<file path="src/rtl/mem_port_arbiter.sv">
// mem_port_arbiter: shares one synchronous-read memory between a cpu port and an ext port
module mem_port_arbiter #(
  parameter int ADDR_WIDTH = 6,
  parameter int DATA_WIDTH = 16,
  parameter int FIXED_PRIO = 0
) (
  input  logic                  clk,
  input  logic                  rst_n,
  input  logic                  req0,
  input  logic                  req1,
  input  logic                  we0,
  input  logic                  we1,
  input  logic [ADDR_WIDTH-1:0] addr0,
  input  logic [ADDR_WIDTH-1:0] addr1,
  input  logic [DATA_WIDTH-1:0] wdata0,
  input  logic [DATA_WIDTH-1:0] wdata1,
  output logic                  gnt0,
  output logic                  gnt1,
  output logic                  rvalid0,
  output logic                  rvalid1,
  output logic [DATA_WIDTH-1:0] rdata0,
  output logic [DATA_WIDTH-1:0] rdata1,
  input  logic [DATA_WIDTH-1:0] mem_in,
  output logic                  mem_we,
  output logic [ADDR_WIDTH-1:0] mem_addr,
  output logic [DATA_WIDTH-1:0] mem_data
);
  typedef enum logic [1:0] {IDLE, ACCESS, RDATA} state_t;
  state_t                state, state_d;
  logic                  owner, owner_d, last_owner, last_owner_d, win;
  logic [1:0]            gnt, gnt_d, rvalid, rvalid_d;
  logic                  mem_we_d;
  logic [ADDR_WIDTH-1:0] mem_addr_d;
  logic [DATA_WIDTH-1:0] mem_data_d;
  // register state and every output except read data; reset abandons any access at once
  always_ff @(posedge clk or negedge rst_n)
    if (!rst_n) begin
      state      <= IDLE;
      owner      <= 1'b0;
      last_owner <= 1'b1;
      gnt        <= 2'b00;
      rvalid     <= 2'b00;
      mem_we     <= 1'b0;
      mem_addr   <= '0;
      mem_data   <= '0;
    end else begin
      state      <= state_d;
      owner      <= owner_d;
      last_owner <= last_owner_d;
      gnt        <= gnt_d;
      rvalid     <= rvalid_d;
      mem_we     <= mem_we_d;
      mem_addr   <= mem_addr_d;
      mem_data   <= mem_data_d;
    end
  // arbitration and transaction sequencing; mem_we doubles as the latched write flag during ACCESS
  always_comb begin
    state_d      = state;
    owner_d      = owner;
    last_owner_d = last_owner;
    gnt_d        = 2'b00;
    rvalid_d     = 2'b00;
    mem_we_d     = 1'b0;
    mem_addr_d   = mem_addr;
    mem_data_d   = mem_data;
    win          = (req0 && req1) ? ((FIXED_PRIO != 0) ? 1'b0 : ~last_owner) : req1;
    if (state == IDLE && (req0 || req1)) begin
      state_d      = ACCESS;
      owner_d      = win;
      last_owner_d = win;
      gnt_d        = win ? 2'b10 : 2'b01;
      mem_we_d     = win ? we1 : we0;
      mem_addr_d   = win ? addr1 : addr0;
      mem_data_d   = win ? wdata1 : wdata0;
    end else if (state == ACCESS) begin
      state_d  = mem_we ? IDLE : RDATA;
      rvalid_d = mem_we ? 2'b00 : (owner ? 2'b10 : 2'b01);
    end else if (state == RDATA) begin
      state_d = IDLE;
    end
  end
  assign gnt0    = gnt[0];
  assign gnt1    = gnt[1];
  assign rvalid0 = rvalid[0];
  assign rvalid1 = rvalid[1];
  assign rdata0  = rvalid[0] ? mem_in : '0;
  assign rdata1  = rvalid[1] ? mem_in : '0;
endmodule

</file>
<file path="config.mk">
export PLATFORM = sky130hd
export DESIGN_NAME = mem_port_arbiter
export DESIGN_NICKNAME = d
export VERILOG_FILES = /design/src/rtl/mem_port_arbiter.sv
export SDC_FILE = /design/constraint.sdc
export NUM_CORES = 1
export LEC_CHECK = 0
export CELL_PAD_IN_SITES_DETAIL_PLACEMENT = 0
export CELL_PAD_IN_SITES_GLOBAL_PLACEMENT = 1
export CORE_MARGIN = 2
export CORE_UTILIZATION = 23
export CTS_CLUSTER_DIAMETER = 120
export CTS_CLUSTER_SIZE = 24
export DETAILED_ROUTE_END_ITERATION = 8
export MAX_ROUTING_LAYER = met4
export PLACE_DENSITY = 0.9
export SETUP_SLACK_MARGIN = 0.4
export SYNTH_ARGS = -nofsm -noshare
export SYNTH_HDL_FRONTEND = slang
export SYNTH_SLANG_ARGS = --single-unit
</file>
<file path="constraint.sdc">
create_clock -name clk -period 1.66 [get_ports clk]
set_input_delay 0.332 -clock clk [delete_from_list [all_inputs] [get_ports clk]]
set_output_delay 0.332 -clock clk [all_outputs]
set_load 0.01 [all_outputs]
</file>
==> summary by stage <==
Power
The total internal power is 0.003651 W. The power per cell area is 1593 nW/um^2. In this run, flip-flops and latches consume 24.2% of the power.

The reported leakage power is 1.578 nW. Net switching is 32.95% of the power. The total net switching power is 0.001795 W. In this run, the clock network consumes 12.2% of the power.

The worst-case IR drop observed on VDD is 0.6943 mV. The logic gate share of total power is 63.6%.

Floorplan
The region available for standard cell placement spans 6719 um^2. The vertical extent of the die is 86.73 um. The die outline width is 86.73 um. For this configuration, the core starts out at a cell density of 23.43%.

Pin placement for this block handled 125 I/O pins. Row generation in the floorplan step produced 30 rows. The floorplan step defined a die boundary enclosing 7521 um^2.

STA
The share of the clock period used by the worst path after layout is 90.02%. The hold violation total from the final report is 0. Setup violations remaining at the end of the flow were counted as 0.

The smallest hold slack is 0.4450 ns. For the pin with the worst max-slew slack, the measured transition is 0.4140 ns. The max-slew violation count is 0. In this run the tightest slew margin relative to its limit is 72.40%. The maximum clock rate is 669.2 MHz. Setup repair after global routing could not meet its margin everywhere. The largest clock skew in the final design is 0.002693 ns. The smallest clock period supported by the final layout is computed as 1.494 ns.

GRT
The maximum number of pins on one net before global-route repair is 32. For this run, the total global-route usage over all layers was measured as 15.29%. The number of global-route vias before repair is 1782. The initial antenna violation count came to 1. The final global-route overflow total is 0. The first global-routing pass estimated 8687 um of wire.

Logic synthesis
Summing the areas of all compound-gate instances in the mapped netlist gives 27.03% of the synthesized area. The combinational family with the most area after synthesis is compound AO/OA/AOI/OAI gates. The number of synthesis warnings is 0. In this run the mean area of a mapped cell was 11.49 um^2. The number of cells produced by synthesis is 137. The area fraction in and, or, nand and nor cells after synthesis is 17.01%. The fraction of synthesized area in multiplexers is 0%. The synthesized design devotes to its leading area cell type 47.69% of total area.

Sorting the synthesized cells by area gives the leading types as sky130_fd_sc_hd__dfrtp_1 48%, sky130_fd_sc_hd__a221o_1 14%, sky130_fd_sc_hd__and2_1 13%, sky130_fd_sc_hd__o21a_1 10%, sky130_fd_sc_hd__buf_6 4.3%. The sequential cell area fraction in the yosys report is 49.36%. The post-synthesis xor/xnor area fraction is 0%.

In this run, distinct cell masters in the synthesized netlist total 21. The synthesized netlist devotes 0% of its cell area to adder and majority cells. In this run, synthesis produced a sequential element count of 31. The synthesized design spends more area on one cell type than any other, namely sky130_fd_sc_hd__dfrtp_1.

The combined area of all synthesized cells is 1574 um^2. Counting every net in the synthesized netlist gives 203.

Routing
The detailed router finished its first iteration with 21 violations. The detailed router placed 1715 vias in this run. The count of unresolved DRC violations after routing is 0. The count of nets left with antenna violations once routing finished came out at 0. The average wire per standard cell is 15.50 um. Dividing the detail-routed via count by the number of cells gives 4.573.

The final wirelength is 5813 um. The number of search-and-repair iterations in the first detailed-routing pass is 4.

Finish
The share of cells above drive strength 1 is 42.86%. The number of nets in the layout is 359. The layout overhead on the synthesized area is 117.2%. Cells fill 50.88% of the core in the end.

The filler cell count in the final layout is 608.

Critical path
Measured in cells, the most critical reg-to-reg path has a length of 5. The endpoint required time on the critical path is 1.83 ns. The arrival time of the worst setup path is 1.66 ns. The top fanout value on the critical path is 5. The worst setup path is launched from a flop. Following the worst setup path forward leads to its endpoint at mem_data[4].

The origin of the critical flop-to-flop path is state[0]. The reg2reg setup slack is 0.17 ns. The endpoint identified for the worst register-to-register timing path is mem_data[4].

The class of the most critical setup path is flop to flop. The kind of capture point of the worst setup path is a flop. The most critical setup path has its startpoint at state[0].

CTS
The clock drives 31 sinks. TritonCTS built the clock tree. The post-cts hold buffer count is 0. In this run the deepest clock path goes through 2 buffers. The number of H-tree levels is 2. The root buffer cell is sky130_fd_sc_hd__clkbuf_8. Clock-pin slew was measured on the worst setup and hold paths at 0.07 ns. The number of clock buffers added by TritonCTS is 5.

At the later pin of the worst-skew pair, clock insertion delay measures 0.28 ns.

Place
The half-perimeter wire length of the detailed placement result is 3743 um. The routability congestion estimate from global placement is 0.6791. In this run the tool buffered the top-level ports with 124 buffer cells.

Run status
The flow ran to the end, and the final reports show no timing, DRC or antenna violations.

Flow run
The number of maximum-capacitance constraint violations is 0.

Hold path
The class of the worst hold path is input port to asynchronous set/reset pin.
==> cells in the final DEF (no fill, tap or decap), drive strengths merged, types with 2 or more instances in the layout <==
cell and instances:
a221o 22, and2 32, and3 2, buf 71
clkbuf 24, clkdlybuf4s15 10, clkdlybuf4s50 63, dfrtp 30
dlygate4sd2 2, nand2b 2, nor2 3, o21a 22
==> metrics by stage <==
step | cells | instance area [um^2] | power [W] | TNS, ns | setup slack (ns)
after floorplan | 137 | 1593 | 0.002622 | 0 | 0.2665
after global placement | 342 | 2960 | 0.003879 | -5.586 | -0.1299
after detailed placement | 342 | 2960 | 0.003936 | -6.097 | -0.1432
after CTS | 367 | 3323 | 0.005213 | 0 | 0.1190
after global routing | 375 | 3418 | 0.005778 | 0 | 0.1266
final | 375 | 3418 | 0.005446 | 0 | 0.1657
==> final cells by class <==
cell class	count	area, um^2	share of cell area (%)
Multi-Input combinational cell	92	778.2	22.77
Sequential cell	31	779.5	22.80
Tap cell	80	100.1	2.928
Timing Repair Buffer	162	1654	48.39
Inverter	1	3.754	0.1098
Antenna cell	1	2.502	0.07321
Clock buffer	8	100.1	2.928
==> critical path, stage by stage, from the launching register on <==
cell and delay, ns:
sky130_fd_sc_hd__dfrtp_1 0.38, sky130_fd_sc_hd__or2_4 0.29, sky130_fd_sc_hd__buf_12 0.14, sky130_fd_sc_hd__buf_16 0.12
sky130_fd_sc_hd__o21a_1 0.17, sky130_fd_sc_hd__a221o_1 0.26
==> timing repair <==
item / CTS / global route
endpoints found under the setup margin: 84 / 76
pin swaps: 8 / 11
setup buffers: 9 / 5
resized for setup: 201 / 78
cloned: 8 / 2
==> cell families after synthesis <==
family                 count (synthesis)
flip-flops                            31
buffers and inverters                 14
AND/OR/NAND/NOR                       43
AO/OA/AOI/OAI                         49
==> cells in the mapped netlist <==
library cell / n
sky130_fd_sc_hd__and4bb_2: 1
sky130_fd_sc_hd__clkbuf_1: 2
sky130_fd_sc_hd__o21ai_0: 1
sky130_fd_sc_hd__o21a_1: 22
sky130_fd_sc_hd__a22o_1: 1
sky130_fd_sc_hd__nand2b_1: 2
sky130_fd_sc_hd__dfrtp_1: 30
sky130_fd_sc_hd__o21ba_2: 1
sky130_fd_sc_hd__nand2_1: 1
sky130_fd_sc_hd__buf_6: 6
sky130_fd_sc_hd__a221o_1: 22
sky130_fd_sc_hd__and3_1: 2
sky130_fd_sc_hd__dfstp_2: 1
sky130_fd_sc_hd__a21o_2: 1
sky130_fd_sc_hd__buf_2: 5
sky130_fd_sc_hd__or2_1: 1
sky130_fd_sc_hd__nor2_1: 3
sky130_fd_sc_hd__a21boi_0: 1
sky130_fd_sc_hd__inv_1: 1
sky130_fd_sc_hd__and2_1: 32
sky130_fd_sc_hd__nor4b_1: 1
==> registers in the layout, summed over array words and instances, names as in the netlist <==
| register | cells |
|---|---|
| rvalid | 2 |
| last_owner | 1 |
| owner | 1 |
| gnt | 2 |
| mem_we | 1 |
| mem_addr | 6 |
| mem_data | 16 |
| state | 2 |
==> power by group through the flow <==
stage,Clock [W],Sequential [W],Combinational (W)
after floorplan,0,0.00146,0.00116
after global placement,0,0.00131,0.00257
after detailed placement,0,0.00132,0.00261
after CTS,0.000689,0.00130,0.00322
after global routing,0.000706,0.00137,0.00370
final,0.000662,0.00132,0.00346
==> worst min path at each step <==
stage	end	cells after the start	slack [ns]	start
detailed placement	rvalid[0]	1	0.45	owner
global route	mem_data[0]	2	0.49	rst_n
floorplan	gnt[0]	0	0.04	rst_n
finish	mem_data[2]	2	0.44	rst_n
global placement	rvalid[0]	1	0.44	owner
CTS	rvalid[0]	1	0.45	owner
==> per-layer routing <==
metal / vias up / share of wire, % / routed length (um) / GRT usage [%]
met5: - / 0 / 0 / -
met4: 0 / 1.9 / 112 / 5.966
met3: 8 / 7.0 / 408 / 3.143
met2: 86 / 51 / 2940 / 25.73
met1: 804 / 40 / 2351 / 17.88
li1: 817 / - / - / -
Power figures use the tool's default switching activity.
==> RTL edit 1 (same flow settings) <==
Set the parameter `DATA_WIDTH` to 24 (it was 16).
--- a/src/rtl/mem_port_arbiter.sv
+++ b/src/rtl/mem_port_arbiter.sv
@@ -3,3 +3,3 @@
   parameter int ADDR_WIDTH = 6,
-  parameter int DATA_WIDTH = 16,
+  parameter int DATA_WIDTH = 24,
   parameter int FIXED_PRIO = 0
Ports: changed (6 resized); port bits go from 125 to 173. No check against the original RTL was run, so the function may have changed too.
==> RTL edit 1 against the original RTL <==
Total power grew 34%; area after synthesis grew 30%; via count grew 37%; design area grew 35%; worst setup slack lost 0.12 ns; sequential cell count grew 8; routed wire length grew 49%; worst hold slack gained 0.022 ns; critical endpoint is now rdata0[15]; largest power group unchanged; highest routed layer unchanged.
==> RTL edit 1: results (changes against the original RTL) <==
nMultiInputCombCells: 124  # +35%
grt_first_pass_wirelength_mm: 12.8  # +47%
nets: 481  # +34%
synth_compound_area_share_pct: 27.6  # +0.53 points
finClkSkew_ns: 0.0160  # +0.0133 ns
regToRegEndpoint: "mem_addr[3]"
holdWs_ns: 0.467  # +0.0216 ns
p_leak_nw: 2.12  # +35%
portBuffers: 172  # +39%
gp_congestion: 0.704  # +3.7%
n_antenna_cell: 0  # -1
grt_pass1_vias: 2431  # +36%
place_area_mm2: 0.00395  # +33%
clk_latency_ns: 0.30  # +0.02 ns
nonClkBufAreaFrac_pct: 49.9  # +1.6 points
antenna_found_initial: 0  # -1
fillerInstances: 757  # +25%
post-place-cells: 455  # +33%
ys_ff_latch: 39  # +26%
drive_gt1_share_pct: 48.5  # +5.6 points
seq_area_share_pct: 21.3  # -1.5 points
ys_seq_area_share_pct: 47.6  # -1.7 points
clk_share_pct: 2.45  # -0.48 points
ir_worst_vdd_mv: 0.746  # +7.4%
pre_cts_slack_ns: -0.166  # -0.0227 ns
stdcell_count: 500  # +33%
synth_common_cells: "and2_1 (48), dfrtp_1 (38), a221o_1 (30), o21a_1 (30), buf_6 (8)"
p_sw_mw: 2.50  # +39%
grt_max_degree: 26  # -19%
maxSlewHeadroom_pct: 66.5  # -5.9 points
buffers_excl_clock: 220  # +36%
r2r-start: "state[1]"
top_regs: "mem_data: 24 flops, mem_addr: 6 flops"
setup_ws_ns: 0.0462  # -0.120 ns
postCtsSetupBuffers: 16  # +7
drtIter0Drc: 64  # +200%
crit_path_end: "rdata0[15]"
syn_inst: 183  # +34%
crit_arrival_ns: 1.28  # -0.38 ns
cp_max_fo: 7  # +2
cts_hold_buf: 1  # +1
status: "finished, final reports clean"
syn_nets: 273  # +34%
reg2reg_slack_ns: 0.12  # -0.05 ns
startpoint: "rvalid[0]"
seq_area_um2: 980  # +26%
==> RTL edit 1: cell types whose count changed after synthesis <==
| cell | unedited run | this run |
|---|---|---|
| a221o_1 | 22 | 30 |
| and2_1 | 32 | 48 |
| buf_6 | 6 | 8 |
| clkbuf_1 | 2 | 6 |
| dfrtp_1 | 30 | 38 |
| o21a_1 | 22 | 30 |
==> RTL edit 1: critical path, cell delays in order, from the launching register on <==
cell	delay, ns
dfrtp_2	0.45
buf_12	0.14
buf_8	0.12
and2_4	0.15
buf_6	0.11
==> RTL edit 1: metal layers <==
| layer | global-route usage, % | up-vias | part of all wire [%] |
|---|---|---|---|
| li1 | - | 1090 | - |
| met1 | 20.5 | 1137 | 39 |
| met2 | 29.5 | 120 | 53 |
| met3 | 3.62 | 11 | 6.7 |
| met4 | 3.79 | 0 | 1.3 |
| met5 | - | - | 0 |
==> RTL edit 2 (config.mk and constraints unchanged) <==
Without the edit above. Take the reset off `mem_addr` and `mem_data` and load them in a clocked block of their own.
--- a/src/rtl/mem_port_arbiter.sv
+++ b/src/rtl/mem_port_arbiter.sv
@@ -43,4 +43,2 @@
       mem_we     <= 1'b0;
-      mem_addr   <= '0;
-      mem_data   <= '0;
     end else begin
@@ -52,5 +50,8 @@
       mem_we     <= mem_we_d;
-      mem_addr   <= mem_addr_d;
-      mem_data   <= mem_data_d;
     end
+
+  always_ff @(posedge clk) begin
+    mem_addr <= mem_addr_d;
+    mem_data <= mem_data_d;
+  end
   // arbitration and transaction sequencing; mem_we doubles as the latched write flag during ACCESS
Behaviour: not the same (a bounded check fails within 4 cycles, from zero or initial values and one cycle with rst_n low).
==> RTL edit 2 against the original RTL <==
Die area is 2.6% lower; design area is 5.3% lower; total power is 29% lower; first-iteration DRC count is 81% higher; worst setup slack better by 0.018 ns; register-to-register slack better by 0.02 ns; area after synthesis is 2.7% lower; sequential cell count stayed put; routed wire length is 15% lower; critical path type is now register to output pin; largest cell class unchanged; highest routed layer unchanged.
==> RTL edit 2: results (changes against the original RTL) <==
nets: 325  # -9.5%
crit_arrival_ns: 1.14  # -0.52 ns
synthFlopType: "edfxtp_1"
synth-edff-count: 22  # +22
hold_class: "primary input to async pin"
synth_area_leaders: "edfxtp_1 (43%), and2_1 (13%), dfrtp_1 (13%)"
num_vias: 1434  # -16%
async_flop_share_pct: 29.0  # -71 points
gp_congestion: 0.745  # +9.7%
maxSlewHeadroom_pct: 73.8  # +1.4 points
drt_wl_total_mm: 4.95  # -15%
track_usage_pct: 13.3  # -2.0 points
finClkSkew_ns: 0.00598  # +0.00328 ns
fillerInstances: 590  # -3.0%
slowest_delay_ns: 0.44  # +0.06 ns
regToRegEndpoint: "mem_data[13]"
antenna_found_initial: 0  # -1
yosys-mux-area-fraction_pct: 17.9  # +18 points
grt_max_degree: 18  # -44%
holdWs_ns: 0.343  # -0.102 ns
ir_worst_vdd_mv: 0.553  # -20%
p_leak_nw: 1.41  # -11%
drt-met1-wl_mm: 1.91  # -19%
r2r-start: "last_owner"
switching_share_pct: 31.0  # -2.0 points
dp_hpwl_mm: 3.58  # -4.4%
n_antenna_cell: 0  # -1
place_area_mm2: 0.00295  # -0.34%
synth_compound_area_share_pct: 4.58  # -22 points
status: "finished, final reports clean"
wl_met3_um: 253  # -38%
reg2reg_slack_ns: 0.19  # +0.02 ns
post-place-cells: 313  # -8.5%
path_delay_family: "flip-flops"
drt_first_pass_iters: 4  # unchanged
wl_met2_mm: 2.74  # -7.0%
r2r_cells: 4  # -1
cp_max_fo: 8  # +3
grt_first_pass_wirelength_mm: 7.31  # -16%
pre_cts_slack_ns: -0.172  # -0.0291 ns
ys_seq_area_share_pct: 57.9  # +8.6 points
drive_gt1_share_pct: 45.8  # +2.9 points
syn_nets: 175  # -14%
htreeDepth: 2  # unchanged
yosysUniqueCellTypes: 23  # +9.5%
wl_per_cell_um: 14.7  # -5.2%
syn_avg_cell_area_um2: 14.1  # +22%
synth_common_cells: "and2_1 (33), edfxtp_1 (22), mux2_2 (15), dfrtp_1 (8), mux2_4 (7)"
crit_slowest_cell: "dfrtp_2"
drtIter0Drc: 38  # +81%
utilization_pct: 50.7  # -0.19 points
==> RTL edit 2: changes by cell type after synthesis, sizes merged, moves of 2 or more <==
cell / unedited run / this run
nand2b: 2 / 0
a21boi: 1 / 3
mux2: 0 / 22
and3: 2 / 0
a221o: 22 / 0
dfrtp: 30 / 8
buf: 11 / 2
edfxtp: 0 / 22
o21a: 22 / 0
==> RTL edit 2: power by group through the flow <==
stage          clock (mW)  sequential, mW  combinational, mW
3_5_place_dp            0            1.32               1.77
6_report            0.557            1.31               2.00
4_1_cts             0.588            1.30               1.76
3_3_place_gp            0            1.31               1.74
2_1_floorplan           0            1.42              0.616
5_1_grt             0.617            1.34               2.14
==> RTL edit 2: area by class of cell <==
cell class | instances | area share [%]
clock buffer | 7 | 2.36
clock inverter | 1 | 0.155
inverter | 2 | 0.657
multi-input combinational | 72 | 21.3
sequential | 31 | 27.6
tap | 77 | 2.98
timing repair buffer | 146 | 44.8
timing repair inverter | 1 | 0.193
==> RTL edit 2: per-layer routing <==
layer  vias up  GRT usage (%)
met5         -              -
met4         0           5.34
met3         4           2.60
met2        58           23.1
met1       681           15.0
li1        691              -
==> RTL edit 2: timing repair <==
action | in CTS | in global routing
setup buffers | 7 | 3
gates cloned | 3 | 3
endpoints found under the hold margin | 0 | 0
gates resized for setup | 182 | 67
setup endpoints to repair | 104 | 81
pin swaps | 2 | 6
==> RTL edit 2: how the worst max path moves through the flow <==
stage / from / end / slack, ns
after CTS: rvalid[0] / rdata0[4] / 0.12
final: rvalid[0] / rdata0[13] / 0.18
after detailed placement: req1 / mem_data[7] / -0.17
after floorplan: last_owner / mem_addr[3] / 0.31
after global routing: rvalid[0] / rdata0[13] / 0.14
after global placement: mem_in[13] / rdata1[13] / -0.15
